### src/rtl/sequenciador_matriz_pkg.sv
// Shared definitions for the 5x5 matrix load/readout sequencer.
// Holds the default matrix geometry, the datapath widths and the FSM state encoding.
package sequenciador_matriz_pkg;

    // Default geometry: 25 elements per matrix, matrix B stored right after matrix A.
    localparam int unsigned N_ELEM_PADRAO = 25;
    localparam int unsigned BASE_B_PADRAO = 25;

    // Datapath widths: 9-bit elements, 8-bit RAM address.
    localparam int unsigned DATA_W = 9;
    localparam int unsigned ADDR_W = 8;

    typedef enum logic [2:0] {
        OCIOSO,
        CARGA,
        LE_A,
        LE_B,
        CAPT_B,
        ENTREGA,
        FIM
    } estado_t;

endpackage

### src/rtl/sequenciador_matriz.sv
// Matrix load/readout sequencer.
// Loads A[0..N_ELEM-1] then B[0..N_ELEM-1] from a valid/ready input stream into an
// external synchronous-read RAM, then reads them back as (A[i], B[i]) pairs on a
// valid/ready output. The RAM lives in the parent; this block holds only the FSM
// and its counters.
//
// Ports:
//   clk            - clock, all state changes on the rising edge
//   reset          - synchronous active-high reset
//   start          - begin a load+readout sequence (only looked at while idle)
//   dado_in        - element to load; dado_in_valido qualifies it
//   dado_in_pronto - high while the block accepts load elements
//   endereco       - shared RAM address
//   dado_entrada   - RAM write data
//   grava          - RAM write enable
//   dado_saida     - RAM read data, from the address presented one cycle earlier
//   par_a, par_b   - element pair A[i], B[i]; par_valido / par_pronto handshake
//   ocupado        - sequence in progress
//   concluido      - one-cycle pulse when the last pair has been taken
module sequenciador_matriz
    import sequenciador_matriz_pkg::*;
#(
    parameter int unsigned N_ELEM = N_ELEM_PADRAO,
    parameter int unsigned BASE_B = BASE_B_PADRAO
) (
    input  logic              clk,
    input  logic              reset,
    input  logic              start,
    input  logic [DATA_W-1:0] dado_in,
    input  logic              dado_in_valido,
    output logic              dado_in_pronto,
    output logic [ADDR_W-1:0] endereco,
    output logic [DATA_W-1:0] dado_entrada,
    output logic              grava,
    input  logic [DATA_W-1:0] dado_saida,
    output logic [DATA_W-1:0] par_a,
    output logic [DATA_W-1:0] par_b,
    output logic              par_valido,
    input  logic              par_pronto,
    output logic              ocupado,
    output logic              concluido
);

    // Last load index (covers both matrices) and last pair index.
    localparam logic [ADDR_W-1:0] K_ULT  = ADDR_W'(2 * N_ELEM - 1);
    localparam logic [ADDR_W-1:0] I_ULT  = ADDR_W'(N_ELEM - 1);
    localparam logic [ADDR_W-1:0] BASE_E = ADDR_W'(BASE_B);

    estado_t           estado_q, estado_d;
    logic [ADDR_W-1:0] k_q, k_d;
    logic [ADDR_W-1:0] i_q, i_d;
    logic [DATA_W-1:0] par_a_q, par_a_d;
    logic [DATA_W-1:0] par_b_q, par_b_d;

    always_ff @(posedge clk) begin
        if (reset) begin
            estado_q <= OCIOSO;
            k_q      <= '0;
            i_q      <= '0;
            par_a_q  <= '0;
            par_b_q  <= '0;
        end else begin
            estado_q <= estado_d;
            k_q      <= k_d;
            i_q      <= i_d;
            par_a_q  <= par_a_d;
            par_b_q  <= par_b_d;
        end
    end

    always_comb begin
        estado_d       = estado_q;
        k_d            = k_q;
        i_d            = i_q;
        par_a_d        = par_a_q;
        par_b_d        = par_b_q;
        dado_in_pronto = 1'b0;
        grava          = 1'b0;
        endereco       = '0;
        dado_entrada   = '0;
        par_valido     = 1'b0;
        ocupado        = 1'b1;
        concluido      = 1'b0;

        unique case (estado_q)
            OCIOSO: begin
                ocupado = 1'b0;
                if (start) begin
                    estado_d = CARGA;
                    k_d      = '0;
                end
            end

            CARGA: begin
                dado_in_pronto = 1'b1;
                grava          = dado_in_valido;
                endereco       = k_q;
                dado_entrada   = dado_in;
                if (dado_in_valido) begin
                    if (k_q == K_ULT) begin
                        // k parks at its last value instead of wrapping.
                        estado_d = LE_A;
                        i_d      = '0;
                    end else begin
                        k_d = k_q + 8'd1;
                    end
                end
            end

            // RAM read latency is one cycle: the address issued in LE_A comes back
            // during LE_B, the one issued in LE_B comes back during CAPT_B.
            LE_A: begin
                endereco = i_q;
                estado_d = LE_B;
            end

            LE_B: begin
                endereco = BASE_E + i_q;
                par_a_d  = dado_saida;
                estado_d = CAPT_B;
            end

            CAPT_B: begin
                par_b_d  = dado_saida;
                estado_d = ENTREGA;
            end

            ENTREGA: begin
                par_valido = 1'b1;
                if (par_pronto) begin
                    if (i_q == I_ULT) begin
                        estado_d = FIM;
                    end else begin
                        i_d      = i_q + 8'd1;
                        estado_d = LE_A;
                    end
                end
            end

            FIM: begin
                concluido = 1'b1;
                estado_d  = OCIOSO;
            end

            default: begin
                estado_d = OCIOSO;
            end
        endcase
    end

    assign par_a = par_a_q;
    assign par_b = par_b_q;

endmodule

### config.mk
export PLATFORM = sky130hd
export DESIGN_NAME = sequenciador_matriz
export DESIGN_NICKNAME = d
export VERILOG_FILES = /design/src/rtl/sequenciador_matriz_pkg.sv /design/src/rtl/sequenciador_matriz.sv
export SDC_FILE = /design/constraint.sdc
export NUM_CORES = 1
export LEC_CHECK = 0
export BUFFER_PORTS_ARGS = -buffer_cell sky130_fd_sc_hd__buf_2
export CELL_PAD_IN_SITES_DETAIL_PLACEMENT = 2
export CELL_PAD_IN_SITES_GLOBAL_PLACEMENT = 2
export CORE_UTILIZATION = 32
export DETAILED_ROUTE_END_ITERATION = 6
export GPL_ROUTABILITY_DRIVEN = 0
export PLACE_DENSITY = 0.85
export SLEW_MARGIN = 20
export SYNTH_ARGS = -nofsm -noshare
export SYNTH_HDL_FRONTEND = slang
export SYNTH_SLANG_ARGS = --single-unit
### constraint.sdc
create_clock -name clk -period 3.25 [get_ports clk]
set_input_delay 0.65 -clock clk [delete_from_list [all_inputs] [get_ports clk]]
set_output_delay 0.65 -clock clk [all_outputs]
set_load 0.005 [all_outputs]
## After elaboration in Yosys (flattened, before gate mapping)

Cells that the tools add are included.

| word-level totals | value |
|---|---|
| bits in registers | 37 |
| bits in latches | 0 |
| memory bits (writable) | 0 |
| memory bits (read-only) | 0 |
| input bits | 23 |
| output and inout bits | 40 |
| memories | 0 |

| operators by class | value |
|---|---|
| add/sub/neg operators | 3 |
| multipliers | 0 |
| divide/modulo/power cells | 0 |
| magnitude comparators | 0 |
| equality and inequality tests | 14 |
| shift operators | 0 |
| multiplexer cells | 22 |
| bitwise logic cells | 0 |
| reduce and logical (&&, ||, !) cells | 6 |

Operator list:

| operator | number |
|---|---|
| two-way mux 8 bit | 7 |
| one-hot mux 8 bit (2 select lines) | 2 |
| one-hot mux 8 bit (3 select lines) | 1 |
| one-hot mux 3 bit (6 select lines) | 1 |
| adder 8 x 1 -> 8 bit (second input constant) | 2 |
| two-way mux 3 bit | 5 |
| != test 2 bit (second input constant) | 6 |
| == test 3 bit (second input constant) | 3 |
| two-way mux 9 bit | 1 |
| adder 5 x 8 -> 8 bit (first input constant) | 1 |
| == test 8 x 5 -> 1 bit (second input constant) | 1 |
| == test 8 x 6 -> 1 bit (second input constant) | 1 |
| AND reduction 4 bit | 2 |
| == test 3 x 2 -> 1 bit (second input constant) | 2 |
| two-way mux 1 bit | 5 |
| AND reduction 5 bit | 1 |
| nonzero test 2 bit | 2 |
| == test 3 x 1 -> 1 bit (second input constant) | 1 |
| zero test 3 bit | 1 |

## Logic depth before layout (Yosys ltp)

| logic depth | value |
|---|---|
| depth in word-level cells | 4 |
| gate-level depth with buffers | 6 |

## Worst setup path before layout

No wires, ideal clock.

| path | value |
|---|---|
| kind | flip-flop to output port |
| start point | reg estado_q[0] |
| end point | out dado_entrada[2] |
| arrival time | 1.272 ns |
| data required time | 2.600 ns |
| setup slack | 1.328 ns |
| stages on the path, launching flop included | 6 |
| buffers on the path | 2 |
| cells stage by stage | dfxtp_1 -> buf_4 -> inv_1 -> nor3_1 -> buf_2 -> and2_1 |

| between the ends | value |
|---|---|
| cells in the longest elaborated chain, start to end | 2 |

RTL lines:

| what | line | RTL |
|---|---|---|
| start: declaration | sequenciador_matriz.sv:49 | `estado_t estado_q, estado_d;` |
| start signal: assignment | sequenciador_matriz.sv:63 | `estado_q <= estado_d;` |
| == test 3 x 1 -> 1 bit | sequenciador_matriz.sv:85 | `unique case (estado_q)` |
| two-way mux 9 bit | sequenciador_matriz.sv:85 |  |
| end: declaration | sequenciador_matriz.sv:33 | `output logic [DATA_W-1:0] dado_entrada,` |

Every way passes these cells.

## Worst setup path in the final report

| path | value |
|---|---|
| start point | reg estado_q[1] |
| end point | out endereco[3] |

| between the ends | value |
|---|---|
| cells in the longest elaborated chain, start to end | 2 |

RTL lines:

| what | line | RTL |
|---|---|---|
| == test 3 x 2 -> 1 bit or == test 3 x 1 -> 1 bit (tied branches) | sequenciador_matriz.sv:85 |  |
| one-hot mux 8 bit (3 select lines) (*) | sequenciador_matriz.sv:85 |  |
| end: declaration | sequenciador_matriz.sv:32 | `output logic [ADDR_W-1:0] endereco,` |

Every way passes the cells marked *; elsewhere a longest branch is shown, timed or not.

==> results_tabular.tex <==
\begin{tabular}{lr}
\hline
Metric & Value \\
\hline
\multicolumn{2}{l}{\textbf{Synth}} \\
\quad Number of instances in the synthesized netlist & 250 \\
\quad Largest family of logic cells by synthesized area & simple AND/OR/NAND/NOR gates \\
\quad Basic-gate share of the synthesized area counting and, or, nand and nor cells & 30.0\% \\
\quad Adder-Cell Fraction of Synth Area & 2.34\% \\
\quad Cell types with the largest area share after synthesis & dfxtp\_1 35\%, mux2i\_1 8.9\%, nor2\_1 4.6\% \\
\quad Synth async-reset ratio & 0\% \\
\quad Sequential share of the synthesized area & 34.6\% \\
\quad Xor-xnor portion of the synthesized cell area & 1.64\% \\
\quad Number of enable-type register cells in the synthesized netlist & 0 \\
\quad Flip-flop and latch count after synthesis & 37 \\
\quad Leading area contributor after synthesis & dfxtp\_1 \\
\quad Synth unique cells & 56 \\
\quad Flip-flop cell with the highest count after synthesis & dfxtp\_1 \\
\quad Synth Cell Area & 2140 µm² \\
\quad Top-area cell type share of the netlist area & 34.6\% \\
\quad Synth Area in Compound Gates & 16.8\% \\
\quad Post-synthesis average cell area & roughly 8.6 µm² \\
\quad Count of yosys warnings during synthesis & 0 \\
\quad Proportion of synthesized area in mux cells & 9.41\% \\
\quad Nets in the synthesized netlist & 277 \\
\multicolumn{2}{l}{\textbf{Place}} \\
\quad Area after detailed placement & $\sim$2500 µm² \\
\quad Number of cells in the design after placement & about 370 \\
\quad Post-DP HPWL & 4820 µm \\
\quad Count of buffers inserted at the top-level ports & 62 \\
\multicolumn{2}{l}{\textbf{Finish}} \\
\quad Leading cell types in the layout, fill and taps excluded & 62 x buf\_2, 37 x dfxtp\_1, 26 x nor2\_1 \\
\quad Most common library cell in the layout ignoring fill and taps & buf\_2 \\
\quad Number of nets at the end of the flow & around 330 \\
\quad Total non-filler cell area in the finished layout & 2600 µm² \\
\quad Sequential cell area in the final layout & approximately 740 µm² \\
\quad Ratio of cells with drive above 1 in the final layout & 26.6\% \\
\quad Multi-input gate area in the final layout & 1290 µm² \\
\quad Layout overhead on the synthesized area & 21.4\% \\
\quad Finished Layout Cells & 382 \\
\quad Fillcell total & between 700 and 800 \\
\quad Count of inserted antenna diode cells & 0 \\
\multicolumn{2}{l}{\textbf{Floorplanning}} \\
\quad Die Area & approximately 7000 µm² \\
\quad Die Width & 83.8 µm \\
\quad Die outline height & 83.8 µm \\
\quad Core outline area & 6390 µm² \\
\quad \# IOs & between 60 and 70 \\
\quad Initial core utilization & 33.5\% \\
\quad Cell Rows & 29 \\
\multicolumn{2}{l}{\textbf{Pwr}} \\
\quad Lkg Pwr & 1.17 nW \\
\quad Worst voltage drop across the vdd grid & 0.190 mV \\
\quad Power Dens Cells & approximately 410 nW/µm² \\
\multicolumn{2}{l}{\textbf{Timing}} \\
\quad Post-route clock skew & 0.00785 ns \\
\quad RSZ-0062 raised after global routing & false \\
\quad Count of final max-slew check failures & 0 \\
\quad Upper clock frequency limit & 373 MHz \\
\quad Slew of the pin with the lowest slew margin & 0.915 ns \\
\quad Slew margin rel. & 38.9\% \\
\quad Sum of negative setup slack & 0 ns \\
\quad Number of failing setup endpoints in the final timing report & 0 \\
\quad Post-layout minimum cycle time & 2.68 ns \\
\quad Period utilisation layout & $\sim$83\% \\
\quad Number of endpoints with negative hold slack in the final report & 0 \\
\multicolumn{2}{l}{\textbf{Clock tree}} \\
\quad Insertion delay of the later-clocked pin in the worst-skew pair & 0.30 ns \\
\quad Clock tree buffer depth & 2 \\
\quad Post-CTS setup buffer count & 0 \\
\quad Clock root buffer & clkbuf\_8 \\
\quad Clock transition at the register clock pins on the worst setup and hold paths after CTS & 0.08 ns \\
\quad TritonCTS buffer count & 5 \\
\quad CTS tree & yes \\
\quad Number of sinks on the clock net & 37 \\
\quad CTS Hold Buffers Added & 0 \\
\quad Count of cells resized by post-cts repair & 0 \\
\quad Number of levels the H-tree was split into & 2 \\
\multicolumn{2}{l}{\textbf{Routing}} \\
\quad Total detailed-routing wirelength & $\sim$6900 µm \\
\quad Post-DR wirelength/cell & 18.0 µm \\
\quad Average via count per standard cell & 5.55 \\
\quad Detailed-route DRC error count & 0 \\
\quad Pre-Repair DR Iteration Count & 4 \\
\quad Number of nets still failing antenna checks after routing & 0 \\
\quad Detailed-route via count & approximately 2100 \\
\quad Starting DRT DRC Count & 68 \\
\multicolumn{2}{l}{\textbf{Worst hold path}} \\
\quad Classification of the worst-slack hold path & reg -> reg \\
\multicolumn{2}{l}{\textbf{Setup path}} \\
\quad Cells traversed along the worst timing path & mux2\_2 > a32oi\_1 > nor2\_1 > buf\_2 \\
\quad CP peak stage delay & 0.92 ns \\
\quad Crit path launch type & register \\
\quad CP max FO & 26 \\
\quad Cell family with the largest share of critical-path delay & flip-flops \\
\quad Critical path class & reg -> out \\
\quad Crit path capture type & output port \\
\quad Crit path max-delay cell type & dfxtp\_1 \\
\quad Data required time of the critical path & roughly 2.6 ns \\
\quad Buffers plus inverters on the worst setup path & 1 \\
\quad Arrival time of data at the critical path endpoint & 2.03 ns \\
\multicolumn{2}{l}{\textbf{Global routing}} \\
\quad Vias in the first global route & about 2200 \\
\quad Global router's overall resource usage & 20.1\% \\
\quad Global-route wire length before repair & 11200 µm \\
\quad Number of antenna violations at the first check in global routing & 0 \\
\quad Largest net degree at the start of global routing & 35 \\
\quad Total gr overflow & 0 \\
\multicolumn{2}{l}{\textbf{Status}} \\
\quad Result of the run & finished, final reports clean \\
\multicolumn{2}{l}{\textbf{Flow run}} \\
\quad Max-capacitance violation count & 0 \\
\hline
\end{tabular}
kinds of logic after synthesis:
kind of cell / after synthesis
buffers and inverters: 26
adders and majority gates: 4
xor gates and xnor gates: 4
muxes: 20
DFF: 37
and+or+nand+nor: 106
AOI/OAI and AO/OA: 53
Yosys cell counts (2+ instances only):
master	number
a21oi_1	12
a22oi_1	2
a31oi_1	9
a32oi_1	2
and2_1	10
and3_1	3
and4_1	2
buf_2	8
clkbuf_1	7
dfxtp_1	37
ha_1	4
inv_1	9
mux2i_1	19
nand2_1	14
nand2b_1	7
nand3_1	12
nand3b_1	3
nand4_1	5
nand4b_1	2
nor2_1	26
nor3_1	6
nor4b_4	2
o211ai_1	5
o21ai_0	8
or4_1	3
xnor2_1	2
xor2_1	2
routing by layer:
layer / routed length (µm) / up-vias / GRT usage, %
met5: 0 / - / 0
met4: 108 / 0 / 6.93
met3: 324 / 8 / 3.66
met2: 3460 / 57 / 36.7
met1: 2980 / 1046 / 23.4
li1: - / 1011 / -
worst register-to-register path: cells and delay by family, from the launching register on:
kind / cells / cell delay (ns)
and+or+nand+nor: 3 / 0.86
DFF: 1 / 0.92
muxes: 1 / 0.23
layout make-up:
class,count,area share [%]
Multi-Input combinational cell,187,49.6
Clock inverter,3,1.78
Inverter,9,1.30
Timing Repair Buffer,64,12.5
Sequential cell,37,28.5
Clock buffer,5,2.65
Tap cell,77,3.71
path summary, 6_finish.rpt:
path / start / endpoint / slack, ns / depth (start not counted)
setup / recovery: estado_q[1] / endereco[3] / 0.57 / 4
hold / removal: par_b[2] / par_b[2] / 0.51 / 2
setup reg to reg: estado_q[1] / par_a[1] / 1.12 / 4
hold reg to reg: par_b[2] / par_b[2] / 0.51 / 2
metrics by stage:
| stage | worst slack [ns] | total power [W] | hold slack (ns) | util (%) |
|---|---|---|---|---|
| finish | 0.568 | 0.00107 | 0.506 | 40.7 |
| global route | 0.418 | 0.00111 | 0.528 | 40.7 |
| CTS | 0.549 | 0.00108 | 0.511 | 40.7 |
| floorplan | 1.33 | 0.000591 | 0.456 | - |
| detailed placement | 0.924 | 0.000659 | 0.488 | 38.9 |
| global placement | 0.992 | 0.000653 | 0.471 | 38.9 |
report_power, final:
group / leakage [nW] / switching (W) / internal [W]
logic: 0.818 / 0.0000941 / 0.0000721
registers: 0.299 / 0.0000211 / 0.000464
clock network: 0.0543 / 0.000185 / 0.000230
sequential cells by signal, summed over array words and instances, names as in the netlist:
register,cells
par_a,9
par_b,9
i_q,8
k_q,8
estado_q,3
(Power assumes the default switching activity.)
